### src/rtl/rt_bcd_timer_pkg.sv
// Shared constants and types for the rt2 reaction-timer measurement stage.
// The game FSM and the display driver see the same defaults and BCD full scale.
package rt_bcd_timer_pkg;

    localparam int unsigned CLK_HZ_DEF    = 100_000_000;
    localparam int unsigned TICK_HZ_DEF   = 1000;
    localparam int unsigned TURBO_DIV_DEF = 100;
    localparam int unsigned NORMAL_DIV    = CLK_HZ_DEF / TICK_HZ_DEF;

    typedef logic [3:0]  bcd_digit_t;
    typedef logic [15:0] bcd_word_t;

    localparam bcd_digit_t DIGIT_MAX = 4'd9;
    localparam bcd_word_t  BCD_MAX   = 16'h9999;

endpackage

### src/rtl/rt_bcd_timer_if.sv
// Control/result bundle between the game FSM (master) and the BCD timer (slave).
interface rt_bcd_timer_if;
    import rt_bcd_timer_pkg::*;

    logic      turbosim;
    logic      clear;
    logic      run;
    bcd_word_t bcd;
    logic      saturated;
    logic      tick_ms;

    modport master (
        output turbosim, clear, run,
        input  bcd, saturated, tick_ms
    );

    modport slave (
        input  turbosim, clear, run,
        output bcd, saturated, tick_ms
    );

endinterface

### src/rtl/rt_bcd_timer_digit.sv
// One decade (0-9) of the BCD counter; carry_o fires on the 9->0 step.
module rt_bcd_timer_digit
    import rt_bcd_timer_pkg::*;
(
    input  logic       clk,
    input  logic       reset,
    input  logic       clear_i,
    input  logic       inc_i,
    output bcd_digit_t q_o,
    output logic       carry_o
);

    bcd_digit_t q_q;
    bcd_digit_t q_d;

    // NOTE: always_comb gives every output a default first, so no path can infer a latch.
    always_comb begin
        q_d = q_q;
        if (clear_i) begin
            q_d = '0;
        end else if (inc_i) begin
            q_d = (q_q == DIGIT_MAX) ? '0 : q_q + 4'd1;
        end
    end

    // NOTE: state registers use non-blocking assignment and reset asynchronously on reset low.
    always_ff @(posedge clk or negedge reset) begin
        if (!reset) begin
            q_q <= '0;
        end else begin
            q_q <= q_d;
        end
    end

    assign q_o     = q_q;
    assign carry_o = inc_i & (q_q == DIGIT_MAX);

endmodule

### src/rtl/rt_bcd_timer.sv
// Millisecond prescaler plus a saturating 4-digit BCD elapsed-time counter.
// tick_ms is exported so the game FSM can time its own delays.
module rt_bcd_timer
    import rt_bcd_timer_pkg::*;
#(
    parameter int unsigned CLK_HZ    = CLK_HZ_DEF,
    parameter int unsigned TICK_HZ   = TICK_HZ_DEF,
    parameter int unsigned TURBO_DIV = TURBO_DIV_DEF,
    parameter int unsigned PRE_W     = 17
) (
    input  logic          clk,
    input  logic          reset,
    rt_bcd_timer_if.slave bus
);

    localparam int unsigned NORM_DIV = CLK_HZ / TICK_HZ;
    localparam logic [PRE_W-1:0] NORM_LAST  = PRE_W'(NORM_DIV - 1);
    localparam logic [PRE_W-1:0] TURBO_LAST = PRE_W'(TURBO_DIV - 1);

    logic [PRE_W-1:0] pre_q, pre_d;
    logic [PRE_W-1:0] div_last;
    logic             tick_q, tick_d;
    logic             sat_q, sat_d;
    logic             tick, step, all_nines, inc;
    bcd_word_t        digits;
    logic [4:0]       chain;
    logic             carry_unused;

    always_comb begin
        div_last  = bus.turbosim ? TURBO_LAST : NORM_LAST;
        // >= rather than == so a mid-count switch to the shorter divide wraps at once.
        tick      = (pre_q >= div_last);
        step      = bus.run & tick;
        all_nines = (digits == BCD_MAX);
        inc       = step & ~all_nines & ~bus.clear;

        pre_d  = tick ? '0 : pre_q + PRE_W'(1);
        tick_d = tick;
        sat_d  = sat_q | (step & all_nines);
        if (bus.clear) begin
            pre_d  = '0;
            tick_d = 1'b0;
            sat_d  = 1'b0;
        end
    end

    always_ff @(posedge clk or negedge reset) begin
        if (!reset) begin
            pre_q  <= '0;
            tick_q <= 1'b0;
            sat_q  <= 1'b0;
        end else begin
            pre_q  <= pre_d;
            tick_q <= tick_d;
            sat_q  <= sat_d;
        end
    end

    assign chain[0] = inc;

    for (genvar i = 0; i < 4; i++) begin : g_digit
        rt_bcd_timer_digit u_digit (
            .clk     (clk),
            .reset   (reset),
            .clear_i (bus.clear),
            .inc_i   (chain[i]),
            .q_o     (digits[4*i +: 4]),
            .carry_o (chain[i+1])
        );
    end

    // Increments are gated at 9999, so the thousands carry never fires.
    assign carry_unused = chain[4];

    assign bus.bcd       = digits;
    assign bus.saturated = sat_q;
    assign bus.tick_ms   = tick_q;

endmodule

### src/flat_wrapper.sv
// flat-port wrapper written by rule: the top's interface ports become plain ports
module rt_bcd_timer_flat import rt_bcd_timer_pkg::*;
#(
    parameter int unsigned CLK_HZ    = CLK_HZ_DEF,
    parameter int unsigned TICK_HZ   = TICK_HZ_DEF,
    parameter int unsigned TURBO_DIV = TURBO_DIV_DEF,
    parameter int unsigned PRE_W     = 17
)
  (clk, reset, bus_turbosim, bus_clear, bus_run, bus_bcd, bus_saturated, bus_tick_ms);
  rt_bcd_timer_if bus_i ();
  input  logic clk;
  input  logic reset;
  input wire logic [$bits(bus_i.turbosim)-1:0] bus_turbosim;
  input wire logic [$bits(bus_i.clear)-1:0] bus_clear;
  input wire logic [$bits(bus_i.run)-1:0] bus_run;
  output wire logic [$bits(bus_i.bcd)-1:0] bus_bcd;
  output wire logic [$bits(bus_i.saturated)-1:0] bus_saturated;
  output wire logic [$bits(bus_i.tick_ms)-1:0] bus_tick_ms;
  assign bus_i.turbosim = bus_turbosim;
  assign bus_i.clear = bus_clear;
  assign bus_i.run = bus_run;
  assign bus_bcd = bus_i.bcd;
  assign bus_saturated = bus_i.saturated;
  assign bus_tick_ms = bus_i.tick_ms;
  rt_bcd_timer #(.CLK_HZ(CLK_HZ), .TICK_HZ(TICK_HZ), .TURBO_DIV(TURBO_DIV), .PRE_W(PRE_W)) u_core (.clk(clk), .reset(reset), .bus(bus_i));
endmodule
### config.mk
export PLATFORM = sky130hd
export DESIGN_NAME = rt_bcd_timer_flat
export DESIGN_NICKNAME = d
export VERILOG_FILES = /design/src/rtl/rt_bcd_timer_pkg.sv /design/src/rtl/rt_bcd_timer_if.sv /design/src/rtl/rt_bcd_timer_digit.sv /design/src/rtl/rt_bcd_timer.sv /design/src/flat_wrapper.sv
export SDC_FILE = /design/constraint.sdc
export NUM_CORES = 1
export LEC_CHECK = 0
export ABC_AREA = 1
export CAP_MARGIN = 20
export CORE_ASPECT_RATIO = 1.4
export CORE_MARGIN = 5
export CORE_UTILIZATION = 41
export DETAILED_ROUTE_END_ITERATION = 8
export RECOVER_POWER = 100
export SYNTH_ARGS = -nofsm -noshare
export SYNTH_HDL_FRONTEND = slang
export SYNTH_SLANG_ARGS = --single-unit
### constraint.sdc
create_clock -name clk -period 1.99 [get_ports clk]
set_input_delay 0.597 -clock clk [delete_from_list [all_inputs] [get_ports clk]]
set_output_delay 0.597 -clock clk [all_outputs]
set_load 0.01 [all_outputs]
== Word-level counts from Yosys, hierarchy flattened ==
Cells that the tools add are included.
Storage, ports and cells
  register bits: 35
  input bits: 5
  output and inout port bits: 18
  logic and storage cells: 49
Operators by class
  add/sub/neg operators: 5
  magnitude comparators: 1
  eq/ne operators: 5
  multiplexer cells: 17
  bitwise operators: 10
  reduce and logical (&&, ||, !) cells: 4
Operators by type and width (count)
  2-to-1 mux 17 bit: 3
  2-to-1 mux 4 bit: 12
  adder 17 x 1 -> 17 bit (second input constant): 1
  greater-or-equal comparator 17 bit: 1
  adder 4 x 1 -> 4 bit (second input constant): 4
  == test 16 bit (second input constant): 1
  == test 4 bit (second input constant): 4
  nonzero test 2 bit: 4
  bitwise AND 1 bit: 7
  2-to-1 mux 1 bit: 2
  NOT 1 bit: 2
  OR 1 bit: 1

== Logic depth before layout (Yosys ltp) ==
Gate-level depths: netlist (run 1).
  word-level depth: 10
  mapped depth: 14
  depth with buffers taken out: 14

== By module ==
From an unflattened synthesis (run 1), not the netlist that was laid out.
Second synthesis, totals
  cells, all modules: 337
  area, all modules: 2377.3 um^2
By module, submodules not included
  rt_bcd_timer: instances 1, cells an instance 177, area each 1316.3 um^2, sequential area each 475.5 um^2
  rt_bcd_timer_digit: instances 4, cells an instance 40, area each 265.3 um^2, sequential area each 100.1 um^2

== Worst setup path after synthesis (run 1) ==
No wires, ideal clock.
  path type: input to register
  from: input bus_turbosim
  to: register u_core.g_digit[1].u_digit.q_q[0]
  library setup time: 0.132 ns
  arrival: 1.811 ns
  required time: 1.858 ns
  setup slack: 0.046 ns
  stages: 12
  path buffers: 0
  cells stage by stage: ha_1 -> nand2_1 -> nor2_1 -> nand2_1 -> nand2_1 -> nand2_1 -> nand2_1 -> nand2_1 -> nand2_4 -> nand3_4 -> o21ai_0 -> o21ai_0
On the way
  longest elaborated chain between the ends: 7
RTL lines
  start, declared: RTL line flat_wrapper.sv:13  | input wire logic [$bits(bus_i.turbosim)-1:0] bus_turbosim;
  2-to-1 mux 17 bit: RTL line rt_bcd_timer.sv:30  | div_last = bus.turbosim ? TURBO_LAST : NORM_LAST;
  greater-or-equal comparator 17 bit: RTL line rt_bcd_timer.sv:32  | tick = (pre_q >= div_last);
  bitwise AND 1 bit: RTL line rt_bcd_timer.sv:33  | step = bus.run & tick;
  bitwise AND 1 bit (2 in series): RTL line rt_bcd_timer.sv:35  | inc = step & ~all_nines & ~bus.clear;
  bitwise AND 1 bit: RTL line rt_bcd_timer_digit.sv:36  | assign carry_o = inc_i & (q_q == DIGIT_MAX);
  nonzero test 2 bit (no source line)
  end signal, assigned: RTL line rt_bcd_timer_digit.sv:31  | q_q <= q_d;
  end, declared: RTL line rt_bcd_timer_digit.sv:13  | bcd_digit_t q_q;
No other way between the ends.
A chain may end at the register's enable or synchronous reset.

== Worst setup path in the final report (run 1) ==
  from: register u_core.g_digit[2].u_digit.q_q[0]
  to: output bus_bcd[8]
RTL lines
  start, declared: RTL line rt_bcd_timer_digit.sv:13
  start signal, assigned: RTL line rt_bcd_timer_digit.sv:31
  end, declared: RTL line flat_wrapper.sv:16  | output wire logic [$bits(bus_i.bcd)-1:0] bus_bcd;
No word-level cell between the ends.

==> metrics.txt, run 1 <==
post-synth top area cell=dfrtp_1; Clock Skews=0.00975 ns; syn avg cell area=8.09 µm²; RePlAce Congestion=0.806; routed vias=1864; die height=96.7 µm; Max stage delay on crit path=0.58 ns; count of different cell masters after synthesis=33; DR DRC count=0; per-cell routed wire length=12.2 µm; clock-pin slew on the worst setup and hold paths=0.08 ns; # clock sinks=35; CTS root buffer=clkbuf_8; Worst VDD drop=0.357 mV; RR Startpoint=u_core.pre_q[3]$_DFF_PN0_; Mapped Cells=272; fmax=520 MHz; Ports=23; number of synthesis warnings=0; global route overflow=0; gr usage total=14.2%; via-per-instance ratio=4.83; Final Hold Fails=0; top cells by area, synth=dfrtp_1 40%, ha_1 11%, nand2_1 8.0%; Final period util=96.7%; I/O Buffers=22; CP max stage cell=clkdlybuf4s50_1; Finished Layout Cells=386; Row Count=31; Layout area overhead=30.0%; layout cells sized above 1=21.3%; Clock Tree Buf Depth=2; Leakage Power=1.31 nW; CTS tree=built; crit path capture type=output port; RSZ-0062 raised after global routing=yes; WHS Path Cells=1; worst setup path endpoint=bus_bcd[8]; Worst-Skew Late Latency=0.29 ns; most used flip-flop cell after synthesis=dfrtp_1; crit-path cells=clkdlybuf4s50_1; sequential share of the synthesized area=39.8%; EDFF count, synth=0; Async SR Flop Fraction=100%; initial antenna violation count=0; top cells by count, synth=47 x nand2_1, 38 x nor2_1, 35 x dfrtp_1; crit-path leading delay family=buffers and inverters; CP Buf/Inv Count=1; Antenna Nets Post-Route=0; Die X=71.9 µm; crit path from=u_core.g_digit[2].u_digit.q_o[0]$_DFFE_PN0P_; CP Max Fanout=6; Final #Nets=343; Die ar.=6950 µm²; status=complete, no violations; Starting Density=42.3%; Crit path depth=1; Tot Pwr=1.55 mW; Final HPWL DP=3430 µm; Num CTS Buffers=5; Final Core Density=55.0%; pwr dens=543 nW/µm²; Final Max Tran Viols=0; number of global-route vias before repair=1817; minimum clock period=1.92 ns; Mapped Area=2200 µm²; Iter 0 DRT Violations=68; WL final=4690 µm; max cap viols=0; area share of the leading cell type in the synthesized netlist=39.8%; largest net degree at the start of global routing=36; Critical Path AT=1.33 ns; most common cell in the synthesized netlist=nand2_1; Reg2Reg Depth=13; n_diodes=0; CP Launch Type=flop; syn_nets=296; DRT Pass-1 Iters=4; Worst Hold Class=reg -> reg; Worst Path Required=1.39 ns; crit path kind=reg -> out; core box area=5200 µm²; number of synthesized register bits=35; reg-to-reg setup timing slack=0.07 ns; total placed cells including tap cells=370; worst rel slew slack=40.6%; htree depth=2; number of setup violations in the final report=0; Reg2Reg Capture Point=u_core.g_digit[2].u_digit.q_o[2]$_DFFE_PN0P_; first-pass GRT wire length=7960 µm; worst slew pin tran=0.891 ns
==> report_power, final <==
part,internal [mW],total [mW],switching (mW)
combinational,0.0960,0.206,0.110
clock,0.315,0.584,0.269
sequential,0.734,0.762,0.0288
==> cell usage in the layout (no fill, tap or decap), types with 5 or more instances in the layout <==
| cell | instances |
|---|---|
| buf_4 | 19 |
| clkbuf_8 | 7 |
| clkdlybuf4s50_1 | 19 |
| dfrtp_1 | 34 |
| ha_1 | 15 |
| inv_1 | 33 |
| inv_2 | 5 |
| nand2_1 | 40 |
| nand2_2 | 6 |
| nand3_1 | 18 |
| nor2_1 | 36 |
| nor2_2 | 7 |
| nor3_1 | 10 |
| o21ai_0 | 6 |
| o21ai_1 | 7 |
| xnor2_1 | 5 |
| xor2_1 | 10 |
==> per-layer routing <==
| metal | vias to the layer above | share of wire [%] | global-route usage, % |
|---|---|---|---|
| met1 | 869 | 42 | 15.5 |
| met4 | 0 | 1.4 | 5.64 |
| met3 | 6 | 3.1 | 3.22 |
| li1 | 968 | - | - |
| met5 | - | 0 | 0 |
| met2 | 21 | 53 | 25.8 |
==> logic make-up (layout without fill, tap and decap cells) <==
logic type | count (synthesis) | after routing | synth area share [%]
AND/OR/NAND/NOR | 136 | 136 | 28.8
adder cells (fa/ha/maj) | 19 | 19 | 10.8
buffers and inverters | 41 | 89 | 7.39
AO/OA/AOI/OAI | 26 | 26 | 7.17
flip-flops | 35 | 35 | 39.8
XOR/XNOR | 15 | 15 | 5.97
==> registers in the layout (all words and copies together), names as in the netlist <==
signal	flops
u_core.bus.tick_ms	1
u_core.bus.saturated	1
u_core.g_digit.u_digit.q_o	16
u_core.pre_q	17
==> final cells by class <==
class                      instances  area, µm²
fill                             516       2340
multi-input combinational        196       1260
sequential                        35        877
timing repair buffer              43        389
inverter                          38        143
clock buffer                       7       96.3
tap                               66       82.6
clock inverter                     1       7.51
==> worst min path at each step <==
stage | start | endpoint | slack [ns]
floorplan | reset | u_core.bus.saturated$_DFF_PN0_ | 0.30
CTS | u_core.pre_q[0]$_DFF_PN0_ | u_core.pre_q[0]$_DFF_PN0_ | 0.47
global placement | u_core.pre_q[0]$_DFF_PN0_ | u_core.pre_q[0]$_DFF_PN0_ | 0.45
global route | u_core.pre_q[0]$_DFF_PN0_ | u_core.pre_q[0]$_DFF_PN0_ | 0.51
detailed placement | u_core.pre_q[0]$_DFF_PN0_ | u_core.pre_q[0]$_DFF_PN0_ | 0.46
finish | u_core.pre_q[0]$_DFF_PN0_ | u_core.pre_q[0]$_DFF_PN0_ | 0.47
==> per-stage QoR <==
step	hold slack (ns)	instance area [µm²]	setup slack, ns	setup TNS [ns]
after detailed placement	0.459	2590	-0.898	-28.85
after global routing	0.515	2860	-0.0858	-0.555
after CTS	0.470	2700	0.0111	0
after floorplan	0.301	2200	0.0464	0
final	0.475	2860	0.0654	0
after global placement	0.447	2590	-0.808	-25.56
==> timing repair <==
item,in CTS,in global routing
pin swaps,0,13
buffers inserted,0,7
cloned,0,1
setup endpoints to repair,35,32
resized for setup,7,32
hold buffers,0,0
(Power assumes the default switching activity.)
==> inputs of run 2 (changes only) <==
- CAP_MARGIN: 20 -> not set
==> results of run 2 <==
Final layout, timing and power as in run 1 (identical DEF).
==> inputs of run 3 (changes only) <==
- CORE_UTILIZATION: 41 -> 42
- CTS_CLUSTER_SIZE: not set -> 28
- REMOVE_ABC_BUFFERS: not set -> 1
==> run 3 against run 2 <==
Compared with the run above: worst setup slack lost 0.044 ns; critical path type is now in -> reg; largest cell class unchanged; global-route usage grew 0.94 points; utilization grew 1.7 points; sequential cell count is the same; cell area grew 1.5%; sequential share of layout area shrank 0.49 points; critical path depth grew 13; non-clock buffer count is the same.
==> metrics.txt, run 3 (synthesized netlist as in run 1, its figures left out) <==
Ports=23 (unchanged); status=complete, no violations; number of global-route vias before repair=1867 (+2.8%); total placed cells including tap cells=377 (+1.9%); most common cell after layout, fill and taps aside=nand2_1; fmax=508 MHz (-2.2%); CP Launch Type=input port; Finished Layout Cells=386 (unchanged); Final Hold Fails=0 (unchanged); design area=2900 µm² (+1.5%); crit path kind=in -> reg; DR DRC count=0 (unchanged); CTS tree=built; crit path capture type=flop; setup ws final=0.0211 ns (-0.0443 ns); first-pass GRT wire length=8170 µm (+2.6%); Biggest register=u_core.pre_q; max cap viols=0 (unchanged); global route overflow=0 (unchanged); routed vias=1882 (+0.97%); DRT Pass-1 Iters=4 (unchanged); Reg2Reg Capture Point=u_core.g_digit[2].u_digit.q_o[2]$_DFFE_PN0P_; layout cells sized above 1=21.3% (unchanged); CP Max Fanout=8 (+2); Final Core Density=56.7% (+1.7 points); reg-to-reg setup timing slack=0.11 ns (+0.04 ns); placed cell area=2650 µm² (+2.0%); core box area=5120 µm² (-1.5%); hold_buf cts=0 (unchanged); Die X=71.2 µm (-1.0%); worst slew pin tran=0.864 ns (-0.0272 ns); Final period util=98.9% (+2.2 points); Reg2Reg Depth=14 (+1); CTS root buffer=clkbuf_8; via-per-instance ratio=4.88 (+0.97%); Iter 0 DRT Violations=42 (-38%); initial antenna violation count=0 (unchanged); Num CTS Buffers=5 (unchanged); clock-pin slew on the worst setup and hold paths=0.07 ns (about the same); final setup TNS=0 ns (unchanged); per-cell routed wire length=12.5 µm (+3.2%); M1 WL=1900 µm (-4.8%); Hold EP=u_core.pre_q[0]$_DFF_PN0_; Clock Tree Buf Depth=2 (unchanged); WL final=4840 µm (+3.2%); Leakage Power=1.32 nW (+0.15%); Worst-Skew Late Latency=0.29 ns (about the same); minimum clock period=1.97 ns (+0.0443 ns); worst rel slew slack=42.4% (+1.8 points); htree depth=2 (unchanged); most frequent cells in the layout=41 x nand2_1, 36 x nor2_1, 35 x dfrtp_1; gr usage total=15.2% (+0.94 points); n_diodes=0 (unchanged); Worst Hold Class=reg -> reg; Starting Density=43.0% (+0.64 points); WHS Path Cells=1 (unchanged); Final #Nets=343 (unchanged); largest net degree at the start of global routing=36 (unchanged); die height=95.6 µm (-1.1%); Place WS=-0.793 ns (+0.105 ns); Worst Path Required=2.20 ns (+0.81 ns); # clock sinks=35 (unchanged); number of setup violations in the final report=0 (unchanged); I/O Buffers=22 (unchanged); Fin Hold WS=0.463 ns (-0.0115 ns); Final HPWL DP=3630 µm (+6.0%); RePlAce Congestion=0.813 (+0.96%); Die ar.=6800 µm² (-2.1%); Tot Pwr=1.55 mW (-0.11%); RSZ-0062 raised after global routing=yes; met2 WL post-DR=2760 µm (+11%); RR Startpoint=u_core.pre_q[4]$_DFF_PN0_; Critical Path AT=2.18 ns (+0.85 ns); pwr dens=535 nW/µm² (-1.6%); Layout area overhead=31.9%; Row Count=31 (unchanged); Final Max Tran Viols=0 (unchanged); Worst VDD drop=0.441 mV (+24%); met3 WL=109 µm (-24%); top sig layer=met4; Antenna Nets Post-Route=0 (unchanged); Clock Skews=0.00394 ns (-0.00581 ns); HP Start=u_core.pre_q[0]$_DFF_PN0_; max FFs per register=17 (unchanged)
run 3: cell type report:
type                            count  area [µm²]
Clock buffer                        7        96.3
Tap cell                           66        82.6
Multi-Input combinational cell    196        1290
Timing Repair Buffer               43         404
Fill cell                         495        2220
Clock inverter                      1        7.51
Inverter                           38         143
Sequential cell                    35         876
run 3: worst max-delay path: stages:
cell and delay [ns]:
buf_8 0.11, buf_12 0.14, ha_4 0.27, nand2_4 0.06
nor2_4 0.10, nand3_2 0.08, nor2_2 0.13, nor2_2 0.05
nand2_4 0.09, nand3_4 0.10, o21bai_4 0.19, buf_6 0.15
nand2_1 0.05, o21ai_1 0.07
run 3: what timing repair did:
action                     in CTS  in global routing
setup endpoints to repair      35                 20
pin swaps                      10                  7
gates resized for setup        22                 15
buffers inserted                0                  1
run 3: per-layer routing:
metal / up-vias / track usage (%)
li1: 968 / -
met1: 884 / 15.9
met2: 24 / 29.4
met3: 6 / 2.85
met4: 0 / 5.49
met5: - / 0
run 3: power breakdown:
part	internal [mW]	switching, mW
Combinational	0.102	0.111
Sequential	0.734	0.0287
Clock	0.315	0.261
run 3: how the worst max path moves through the flow:
stage / cells past startpoint / startpoint / to
2_1_floorplan: 14 / bus_turbosim / u_core.g_digit[3].u_digit.q_o[2]$_DFFE_PN0P_
3_3_place_gp: 13 / bus_turbosim / u_core.g_digit[1].u_digit.q_o[0]$_DFFE_PN0P_
3_5_place_dp: 13 / bus_turbosim / u_core.g_digit[2].u_digit.q_o[0]$_DFFE_PN0P_
4_1_cts: 16 / bus_turbosim / u_core.g_digit[2].u_digit.q_o[2]$_DFFE_PN0P_
5_1_grt: 14 / bus_turbosim / u_core.g_digit[2].u_digit.q_o[2]$_DFFE_PN0P_
6_report: 14 / bus_turbosim / u_core.g_digit[2].u_digit.q_o[2]$_DFFE_PN0P_
